==> config.mk <==
export PLATFORM = sky130hd
export DESIGN_NAME = multi_edge_detector
export DESIGN_NICKNAME = d
export VERILOG_FILES = /design/src/rtl/edge_det_pkg.sv /design/src/rtl/edge_det_chan.sv /design/src/rtl/multi_edge_detector.sv
export SDC_FILE = /design/constraint.sdc
export NUM_CORES = 1
export LEC_CHECK = 0
export ABC_AREA = 1
export CAP_MARGIN = 20
export CORE_MARGIN = 3
export CORE_UTILIZATION = 40
export DETAILED_ROUTE_END_ITERATION = 6
export PLACE_DENSITY = 0.66
export RECOVER_POWER = 100
export SETUP_SLACK_MARGIN = 0.4
export SYNTH_ARGS = -nofsm -noshare
export SYNTH_HDL_FRONTEND = slang
export SYNTH_HIERARCHICAL = 1
export SYNTH_SLANG_ARGS = --single-unit
==> constraint.sdc <==
create_clock -name clk -period 1.16 [get_ports clk]
set_input_delay 0.116 -clock clk [delete_from_list [all_inputs] [get_ports clk]]
set_output_delay 0.116 -clock clk [all_outputs]
set_load 0.01 [all_outputs]
==> src/rtl/edge_det_pkg.sv <==
// Shared definitions for the multi-channel edge detector.
//   MODE_*      : 2-bit per-channel edge selection codes
//   filt_cnt_w  : width of the per-channel stability filter counter
package edge_det_pkg;

  localparam logic [1:0] MODE_OFF  = 2'b00;
  localparam logic [1:0] MODE_RISE = 2'b01;
  localparam logic [1:0] MODE_FALL = 2'b10;
  localparam logic [1:0] MODE_BOTH = 2'b11;

  // Counter must hold values up to FILTER_LEN-1; sized as clog2(FILTER_LEN+1).
  function automatic int unsigned filt_cnt_w(input int unsigned filter_len);
    return $clog2(filter_len + 1);
  endfunction

endpackage

==> src/rtl/edge_det_chan.sv <==
// One edge-detector channel: synchroniser, stability filter, edge detect,
// sticky flag and saturating event counter.
// Ports:
//   clk, rst_n    : clock, async active-low reset
//   sig_i         : raw asynchronous input
//   mode_i        : edge selection (off / rise / fall / both)
//   flag_clr_i    : level-sensitive sticky-flag clear
//   cnt_clr_i     : event counter clear
//   pulse_o       : one-cycle pulse per qualifying edge
//   flag_o        : sticky edge flag
//   level_o       : debounced level
//   count_o       : saturating event count
module edge_det_chan
  import edge_det_pkg::*;
#(
  parameter int unsigned SYNC_STAGES = 2,
  parameter int unsigned FILTER_LEN  = 3,
  parameter int unsigned CNT_W       = 8,
  parameter logic        INIT_LEVEL  = 1'b0
) (
  input  logic             clk,
  input  logic             rst_n,
  input  logic             sig_i,
  input  logic [1:0]       mode_i,
  input  logic             flag_clr_i,
  input  logic             cnt_clr_i,
  output logic             pulse_o,
  output logic             flag_o,
  output logic             level_o,
  output logic [CNT_W-1:0] count_o
);

  localparam int unsigned FCW = filt_cnt_w(FILTER_LEN);

  logic [SYNC_STAGES-1:0] sync_q, sync_d;
  logic [FCW-1:0]         fcnt_q, fcnt_d;
  logic                   level_q, level_d;
  logic                   level_dly_q;
  logic                   pulse_q, pulse_d;
  logic                   flag_q, flag_d;
  logic [CNT_W-1:0]       count_q, count_d;

  logic toggled;
  logic qual;

  // Next-state logic for synchroniser, filter, detect, flag and counter.
  always_comb begin
    sync_d  = {sync_q[SYNC_STAGES-2:0], sig_i};
    level_d = level_q;
    fcnt_d  = '0;
    qual    = 1'b0;
    flag_d  = flag_q;
    count_d = count_q;

    // Filter: accept the new level on the FILTER_LEN-th consecutive mismatch.
    if (sync_q[SYNC_STAGES-1] != level_q) begin
      if (fcnt_q == FCW'(FILTER_LEN - 1)) begin
        level_d = ~level_q;
      end else begin
        fcnt_d = fcnt_q + FCW'(1);
      end
    end

    // The accepted toggle is seen one cycle later via the delayed level.
    toggled = level_q ^ level_dly_q;
    case (mode_i)
      MODE_OFF:  qual = 1'b0;
      MODE_RISE: qual = toggled & level_q;
      MODE_FALL: qual = toggled & ~level_q;
      MODE_BOTH: qual = toggled;
      default:   qual = 1'b0;
    endcase

    pulse_d = qual;

    // Set has priority over clear.
    if (qual) begin
      flag_d = 1'b1;
    end else if (flag_clr_i) begin
      flag_d = 1'b0;
    end

    // Clear coinciding with an event leaves a count of one.
    if (cnt_clr_i) begin
      count_d = qual ? CNT_W'(1) : '0;
    end else if (qual && !(&count_q)) begin
      count_d = count_q + CNT_W'(1);
    end
  end

  // State registers.
  always_ff @(posedge clk or negedge rst_n) begin
    if (!rst_n) begin
      sync_q      <= {SYNC_STAGES{INIT_LEVEL}};
      fcnt_q      <= '0;
      level_q     <= INIT_LEVEL;
      level_dly_q <= INIT_LEVEL;
      pulse_q     <= 1'b0;
      flag_q      <= 1'b0;
      count_q     <= '0;
    end else begin
      sync_q      <= sync_d;
      fcnt_q      <= fcnt_d;
      level_q     <= level_d;
      level_dly_q <= level_q;
      pulse_q     <= pulse_d;
      flag_q      <= flag_d;
      count_q     <= count_d;
    end
  end

  assign pulse_o = pulse_q;
  assign flag_o  = flag_q;
  assign level_o = level_q;
  assign count_o = count_q;

endmodule

==> src/rtl/multi_edge_detector.sv <==
// Parametrised multi-channel edge detector: WIDTH independent channels,
// each synchronised, deglitched and edge-checked per its mode.
// Ports:
//   clk, rst_n   : clock, async active-low reset
//   signal_in    : raw asynchronous inputs
//   mode         : per-channel mode, channel i at [2i+1:2i]
//   flag_clr     : per-channel sticky-flag clear
//   cnt_clr      : clears all event counters
//   edge_pulse   : one-cycle pulse per qualifying edge
//   edge_flag    : sticky edge flags
//   filt_level   : debounced levels
//   event_count  : per-channel counters, channel i at [CNT_W*(i+1)-1:CNT_W*i]
module multi_edge_detector
  import edge_det_pkg::*;
#(
  parameter int unsigned WIDTH       = 4,
  parameter int unsigned SYNC_STAGES = 2,
  parameter int unsigned FILTER_LEN  = 3,
  parameter int unsigned CNT_W       = 8,
  parameter logic        INIT_LEVEL  = 1'b0
) (
  input  logic                   clk,
  input  logic                   rst_n,
  input  logic [WIDTH-1:0]       signal_in,
  input  logic [2*WIDTH-1:0]     mode,
  input  logic [WIDTH-1:0]       flag_clr,
  input  logic                   cnt_clr,
  output logic [WIDTH-1:0]       edge_pulse,
  output logic [WIDTH-1:0]       edge_flag,
  output logic [WIDTH-1:0]       filt_level,
  output logic [WIDTH*CNT_W-1:0] event_count
);

  // One channel per input bit.
  for (genvar i = 0; i < WIDTH; i++) begin : g_chan
    edge_det_chan #(
      .SYNC_STAGES (SYNC_STAGES),
      .FILTER_LEN  (FILTER_LEN),
      .CNT_W       (CNT_W),
      .INIT_LEVEL  (INIT_LEVEL)
    ) u_chan (
      .clk        (clk),
      .rst_n      (rst_n),
      .sig_i      (signal_in[i]),
      .mode_i     (mode[2*i +: 2]),
      .flag_clr_i (flag_clr[i]),
      .cnt_clr_i  (cnt_clr),
      .pulse_o    (edge_pulse[i]),
      .flag_o     (edge_flag[i]),
      .level_o    (filt_level[i]),
      .count_o    (event_count[CNT_W*i +: CNT_W])
    );
  end

endmodule

==> flow_summary_export.csv, run 1 <==
group,metric,value,unit
worst_hold_path,holdCritPathClass,"input port to flop",
synth,synth.distinct_cells,19,
setup_path,critPathLaunchType,"flop",
cts,root_buffer,"clkbuf_8",
setup_path,cp_slowest_cell,"dfrtp_1",
finish,area_growth,69.5,%
run,max-cap-violations,0,
synth,synth.top_cell.area_share,0.454,
synth,synth_common_cells,"nand2_1, dfrtp_1, inv_1, nand3_1, nor2_1",
timing,hold_viol_final,0,
drt,post_drt_via_cell_ratio,4.87,
worst_hold_path,worstHoldPathCells,1,
grt,grtUsageMet1,0.239,
setup_path,r2r-start,"g_chan[2].u_chan/count_o[0]$_DFFE_PN0P_",
grt,grt_pass1_wl,15800,um
timing,fin_worst_hold_slack,327,ps
setup_path,crit_buf_inv,2,
drt,num_vias,3481,
drt,wl_per_cell,14.2,um
timing,maxClockFrequency,741,MHz
cts,numCtsBuffers,9,
floorplan,dieHeight,99.9,um
cts,insertion_delay,340,ps
synth,postSynthAreaPerCell,8.24,um2
run_status,violations,"setup timing",
grt,grt_use_total,0.195,
cts,clkTransAtPathRegs,70,ps
setup_path,cpPeakStageDelay,430,ps
cts,h-tree-depth,3,
cts,clock_sinks,64,
finish,fillerInstances,605,
grt,grt-ovfl-total,0,
timing,period_share,1.16,
floorplan,core,8380,um2
timing,drv_slew,0,
setup_path,rr_worst_depth,7,
floorplan,die-area,9980,um2
drt,drc_errors,0,
drt,first_pass_iters,4,
grt,grt_util_met3,0.0320,
placed_design,dpl_cell_area,4690,um2
timing,period_minus_slack,1350,ps
synth,syn_nets,463,
setup_path,endpoint_kind,"flop",
timing,slew_headroom,0.600,
setup_path,arrival,1630,ps
setup_path,r2r-end,"g_chan[2].u_chan/count_o[5]$_DFFE_PN0P_",
timing,setup_viol,42,
floorplan,ioPinCount,63,
grt,grt_start_max_net_pins,65,
timing,finalWorstSetupSlack,-190,ps
timing,tightest_slew,601,ps
power,p_per_area,1810,nW/um2
setup_path,path_class,"flop to flop",
cts,cts_tree,"yes",
placed_design,globalplace.congestion,0.858,
drt,ant_nets,0,
placed_design,dp.final_hpwl,5740,um
finish,layout-drive-gt1-share,0.462,
finish,final_nets,640,
synth,ys_ff_latch,64,
finish,n_antenna_cell,0,
synth,synthArstFlopShare,1.00,
power,ir_drop,1.17,mV
drt,wl,10200,um
synth,synthesis.area,3530,um2
synth,ys_seq_area_frac,0.454,
power,power_leakage,3.05,nW
timing,rsz0062_at_grt,"true",
synth,synthCells,428,
placed_design,io_buffer_count,62,
run_status,status,"finished with violations",
synth,yosys_warnings,6,
setup_path,cp_top_family,"flip-flops",
grt,grt_antenna_before_repair,0,
timing,finClkSkew,6.56,ps
grt,grt_pass1_vias,3466,
worst_hold_path,hp-start,"signal_in[2]",
finish,fin_area,5980,um2
floorplan,rows,33,
synth,synth_area_leaders,"dfrtp_1, nand2_1, nand3_1",
synth,yosysMostFrequentCell,"nand2_1",
grt,grt_busiest_layer,"met2",
floorplan,initial_core_util,0.421,
setup_path,rrSetupSlack,-190,ps
setup_path,path_cells,"buf_6, nand3_4, nor2_4, buf_4, xor2_1, nand3_2, nand2_1",
floorplan,die_w,99.9,um
drt,drtIter0Drc,104,
synth,synth_ff_type,"dfrtp_1",
setup_path,worstPathRequired,1430,ps
grt,grt_use_met2,0.346,
synth,synth_area_leader_cell,"dfrtp_1",
placed_design,dp_slack,-531,ps
cts,clockBufferDepth,2,
synth,synth_edf_count,0,
worst_hold_path,whs_endpoint,"g_chan[2].u_chan/sync_q[0]$_DFF_PN0_",
setup_path,worst-path-max-fanout,3,
power by group:
part	leakage (nW)	internal [mW]	switching [mW]
clock	0.113	1.33	0.891
combinational	2.11	2.90	2.60
sequential	0.828	2.73	0.401
total	3.05	6.96	3.89
cell usage in the layout (no fill, tap or decap), drive strengths merged:
master,instances
clkdlybuf4s50,5
or2,4
dfrtp,64
xnor2,12
inv,64
bufinv,2
clkinv,1
dlygate4sd2,8
nor3,8
nand2,120
buf,123
nand3,56
nor2,52
nand4,12
dlygate4sd3,5
clkinvlp,1
ha,16
xor2,8
o21ai,12
clkbuf,37
state kept, by name, indices dropped and copies added, names as in the netlist:
| signal | count |
|---|---|
| g_chan.u_chan/sync_q | 8 |
| g_chan.u_chan/pulse_o | 4 |
| g_chan.u_chan/flag_o | 4 |
| g_chan.u_chan/fcnt_q | 8 |
| g_chan.u_chan/level_dly_q | 4 |
| g_chan.u_chan/level_o | 4 |
| g_chan.u_chan/count_o | 32 |
per-stage QoR:
stage / total power [mW] / std cells / setup TNS [ps] / util
2_1_floorplan: 4.62 / 428 / -2380 / -
3_3_place_gp: 6.15 / 638 / -17840 / 0.559
3_5_place_dp: 6.22 / 638 / -19490 / 0.559
4_1_cts: 9.45 / 692 / -3600 / 0.645
5_1_grt: 11.4 / 715 / -7450 / 0.714
6_report: 10.9 / 715 / -5110 / 0.714
metal layers:
layer  part of all wire  vias up
met5                  0        -
met4              0.019        0
met3              0.041       23
met2               0.53       82
met1               0.41     1672
li1                   -     1704
how the worst max path moves through the flow:
| stage | from | cells past startpoint | to |
|---|---|---|---|
| after detailed placement | mode[7] | 9 | g_chan[3].u_chan/count_o[5]$_DFFE_PN0P_ |
| after floorplan | g_chan[0].u_chan/count_o[0]$_DFFE_PN0P_ | 8 | g_chan[0].u_chan/count_o[4]$_DFFE_PN0P_ |
| after CTS | g_chan[1].u_chan/count_o[0]$_DFFE_PN0P_ | 7 | g_chan[1].u_chan/count_o[4]$_DFFE_PN0P_ |
| after global routing | g_chan[2].u_chan/count_o[0]$_DFFE_PN0P_ | 8 | g_chan[2].u_chan/count_o[7]$_DFFE_PN0P_ |
| final | g_chan[2].u_chan/count_o[0]$_DFFE_PN0P_ | 7 | g_chan[2].u_chan/count_o[5]$_DFFE_PN0P_ |
| after global placement | mode[6] | 9 | g_chan[3].u_chan/count_o[7]$_DFFE_PN0P_ |
timing repair:
action	CTS	global route
gates cloned	4	0
endpoints found under the hold margin	64	0
buffers inserted	33	23
endpoints found under the setup margin	96	98
hold buffers	1	0
pin swaps	34	32
resized for setup	286	102
cell families after synthesis:
family | count (synthesis) | synth area share
adder cells (fa/ha/maj) | 16 | 0.0567
flip-flops | 64 | 0.454
AND/OR/NAND/NOR | 248 | 0.349
buffers and inverters | 68 | 0.0738
AO/OA/AOI/OAI | 12 | 0.0170
XOR/XNOR | 20 | 0.0496
area by class of cell:
| type | count | area [um2] | share of cell area |
|---|---|---|---|
| well taps | 105 | 131 | 0.0220 |
| repair buffers | 166 | 1460 | 0.244 |
| clock inverters | 4 | 76.3 | 0.0128 |
| clock buffers | 12 | 155 | 0.0259 |
| multi-input cells | 300 | 2300 | 0.384 |
| inverters | 64 | 258 | 0.0431 |
| flip-flops and latches | 64 | 1600 | 0.268 |
Note: power is estimated with default switching activity, not from simulation.
==> run 2, diff against run 1 <==
- ABC_CLOCK_PERIOD_IN_PS: not set -> 1160
==> results of run 2 <==
No change in the layout: final DEF, timing and power equal those of run 1.
==> run 3, diff against run 2 <==
- CORE_ASPECT_RATIO: not set -> 0.75
- GPL_TIMING_DRIVEN: not set -> 1
- SYNTH_HIERARCHICAL: 1 -> not set
==> run 3 against run 2 <==
The flow still finishes with violations (setup timing). Wire length fell by 3.7%. Setup slack improved by 49 ps. Synthesized cell count rose by 4.0%. Critical path depth fell by 1. Utilization fell by 3.5 points. Clock power rose by 9%. Count of clock-buffer cells in the layout rose by 2. Critical endpoint is now g_chan[3].u_chan.count_o[3]$_DFFE_PN0P_. Highest routed layer unchanged.
==> flow_summary_export.csv, run 3 <==
group,metric,value,unit
synth,synth_area_leaders,"dfrtp_1, nand2_1, nand3_1",
setup_path,critPathLaunchType,"flop",
cts,clkTransAtPathRegs,50,ps
cts,insertion_delay,330,ps
setup_path,arrival,1570,ps
floorplan,ioPinCount,63,
power,power.switching,3.78,mW
cts,clock_sinks,64,
drt,wl,9790,um
grt,grt_use_total,0.195,
drt,post_drt_via_cell_ratio,4.92,
drt,wl_per_cell,13.9,um
synth,synth_top_family_by_area,"simple AND/OR/NAND/NOR gates",
placed_design,globalplace.congestion,0.849,
timing,finalWorstSetupSlack,-142,ps
worst_hold_path,holdCritPathClass,"input port to flop",
power,p_int,6.72,mW
finish,area_growth,61.0,%
synth,synth-adder-area-share,0.0545,
placed_design,numPlacedInstances,641,
power,ir_drop,1.18,mV
power,total_power,10.5,mW
power,p_per_area,1780,nW/um2
power,power_leakage,3.09,nW
finish,n_antenna_cell,0,
cts,clockBufferDepth,2,
drt,drtIter0Drc,200,
grt,grt-ovfl-total,0,
placed_design,dp.final_hpwl,5840,um
placed_design,io_buffer_count,62,
cts,numCtsBuffers,9,
timing,drv_slew,0,
setup_path,worst-path-max-fanout,5,
synth,synth_common_cells,"nand2_1, dfrtp_1, inv_1, nand3_1, nor2_1",
worst_hold_path,hp-start,"signal_in[1]",
timing,maxClockFrequency,768,MHz
finish,largest_reg_flops,32,
power,pwr-share-clk,0.230,
grt,grt_pass1_wl,15900,um
floorplan,rows,29,
timing,period_minus_slack,1300,ps
finish,final_cells,706,
setup_path,rr_worst_depth,6,
power,seq_power_share,0.307,
synth,synth.top_cell.area_share,0.436,
power,pwr-share-comb,0.463,
synth,synth.distinct_cells,31,
floorplan,dieHeight,89.0,um
cts,cts_tree,"yes",
timing,rsz0062_at_grt,"true",
grt,grt_pass1_vias,3327,
setup_path,worstPathRequired,1430,ps
worst_hold_path,whs_endpoint,"g_chan[1].u_chan.sync_q[0]$_DFF_PN0_",
run_status,violations,"setup timing",
setup_path,rrSetupSlack,-140,ps
synth,syn_nets,480,
timing,period_share,1.12,
synth,synth_compound_area_frac,0.0249,
cts,h-tree-depth,3,
finish,final_cell_mix,"nand2_1, buf_4, dfrtp_1",
synth,muxShareOfSynthArea,0.00273,
setup_path,r2r-end,"g_chan[3].u_chan.count_o[3]$_DFFE_PN0P_",
synth,yosysMostFrequentCell,"nand2_1",
timing,fin_worst_hold_slack,340,ps
finish,fillerInstances,692,
grt,grt_antenna_before_repair,0,
run_status,status,"finished with violations",
finish,final_nets,629,
setup_path,path_class,"flop to flop",
synth,postSynthAreaPerCell,8.25,um2
floorplan,die-area,10400,um2
synth,ys_seq_area_frac,0.436,
synth,yosys_warnings,0,
timing,hold_viol_final,0,
finish,final_common_cell,"nand2_1",
synth,synth_xor_xnor_area_share,0.0477,
drt,drc_errors,0,
synth,synth_ff_type,"dfrtp_1",
setup_path,r2r-start,"g_chan[3].u_chan.level_o$_DFFE_PN0P_",
run,max-cap-violations,0,
floorplan,die_w,117,um
grt,grt_start_max_net_pins,65,
power,switching_share,0.360,
synth,synth_area_leader_cell,"dfrtp_1",
synth,synthCells,445,
timing,slew_headroom,0.596,
synth,synthesis.area,3670,um2
drt,first_pass_iters,5,
timing,setup_viol,40,
synth,synthArstFlopShare,1.00,
synth,synth_edf_count,0,
finish,layout-drive-gt1-share,0.493,
floorplan,core,8710,um2
timing,finClkSkew,8.58,ps
synth,ys_ff_latch,64,
cts,root_buffer,"clkbuf_16",
setup_path,endpoint_kind,"flop",
floorplan,initial_core_util,0.422,
worst_hold_path,worstHoldPathCells,1,
synth,synth-simple-area-share,0.335,
drt,num_vias,3472,
drt,ant_nets,0,
timing,tightest_slew,606,ps
run 3: changes by cell type after synthesis, moves of 3 or more:
cell	change
nand2_1	+5
inv_2	+3
nor2_2	-4
nand4_1	+4
xor2_1	+3
xnor2_1	-3
nor2_1	-5
clkbuf_1	+3
buf_2	-4
buf_4	+13
inv_1	-6
run 3: repair_timing:
action,4_1_cts,5_1_grt
hold buffers,1,0
gates cloned,3,0
endpoints found under the hold margin,64,0
buffers inserted,31,15
resized for setup,277,57
endpoints found under the setup margin,96,97
pin swaps,34,28
run 3: critical path: stages (launching register included):
cell and delay (ps):
dfrtp_1 400, buf_6 140, o21ai_4 250, nand4_4 190, nand2_4 150, nand2_1 60, nand2_1 60
run 3: kinds of logic after synthesis:
| kind of cell | count (synthesis) |
|---|---|
| simple gates | 247 |
| buf+inv | 81 |
| flops | 64 |
| xor+xnor | 20 |
| compound gates | 16 |
| fa+ha+maj | 16 |
| mux | 1 |
run 3: per-stage QoR:
step	instance area (um2)	TNS, ps	setup WS (ps)	util
floorplan	3900	-2890	-126	-
global placement	4890	-20270	-600	0.562
detailed placement	4890	-21450	-616	0.562
CTS	5600	-3260	-127	0.644
global route	5910	-6180	-224	0.679
finish	5910	-3520	-142	0.679
run 3: area by class of cell:
| cell class | instances | area, um2 | share of cell area |
|---|---|---|---|
| Multi-Input combinational cell | 303 | 2340 | 0.396 |
| Sequential cell | 64 | 1610 | 0.273 |
| Timing Repair Buffer | 155 | 1320 | 0.223 |
| Clock buffer | 14 | 254 | 0.0430 |
| Inverter | 61 | 249 | 0.0421 |
| Tap cell | 108 | 135 | 0.0229 |
| Clock inverter | 1 | 5.00 | 0.000847 |
run 3: worst max path at each step:
| stage | from | end | slack [ps] |
|---|---|---|---|
| 6_report | g_chan[3].u_chan.level_o$_DFFE_PN0P_ | g_chan[3].u_chan.count_o[3]$_DFFE_PN0P_ | -140 |
| 3_5_place_dp | mode[0] | g_chan[0].u_chan.count_o[2]$_DFFE_PN0P_ | -620 |
| 2_1_floorplan | g_chan[1].u_chan.count_o[0]$_DFFE_PN0P_ | g_chan[1].u_chan.count_o[3]$_DFFE_PN0P_ | -130 |
| 3_3_place_gp | mode[0] | g_chan[0].u_chan.count_o[5]$_DFFE_PN0P_ | -600 |
| 4_1_cts | g_chan[3].u_chan.count_o[0]$_DFFE_PN0P_ | g_chan[3].u_chan.count_o[4]$_DFFE_PN0P_ | -130 |
| 5_1_grt | g_chan[0].u_chan.count_o[0]$_DFFE_PN0P_ | g_chan[0].u_chan.count_o[6]$_DFFE_PN0P_ | -220 |
run 3: power groups by stage:
stage                     combinational, mW  clock (mW)  sequential [mW]
after floorplan                        1.92           0             3.21
after global placement                 3.09           0             3.15
after detailed placement               3.15           0             3.18
after CTS                              4.18        2.47             3.18
after global routing                   5.27        2.59             3.29
final                                  4.87        2.42             3.23
run 3: routing by layer:
layer,track usage,part of all wire,vias to the layer above,wire length (um)
met1,0.246,0.44,1667,4300
met2,0.335,0.50,96,4900
met5,0,0,-,0
li1,-,-,1703,-
met3,0.0555,0.055,6,535
met4,0.0490,0.0050,0,49
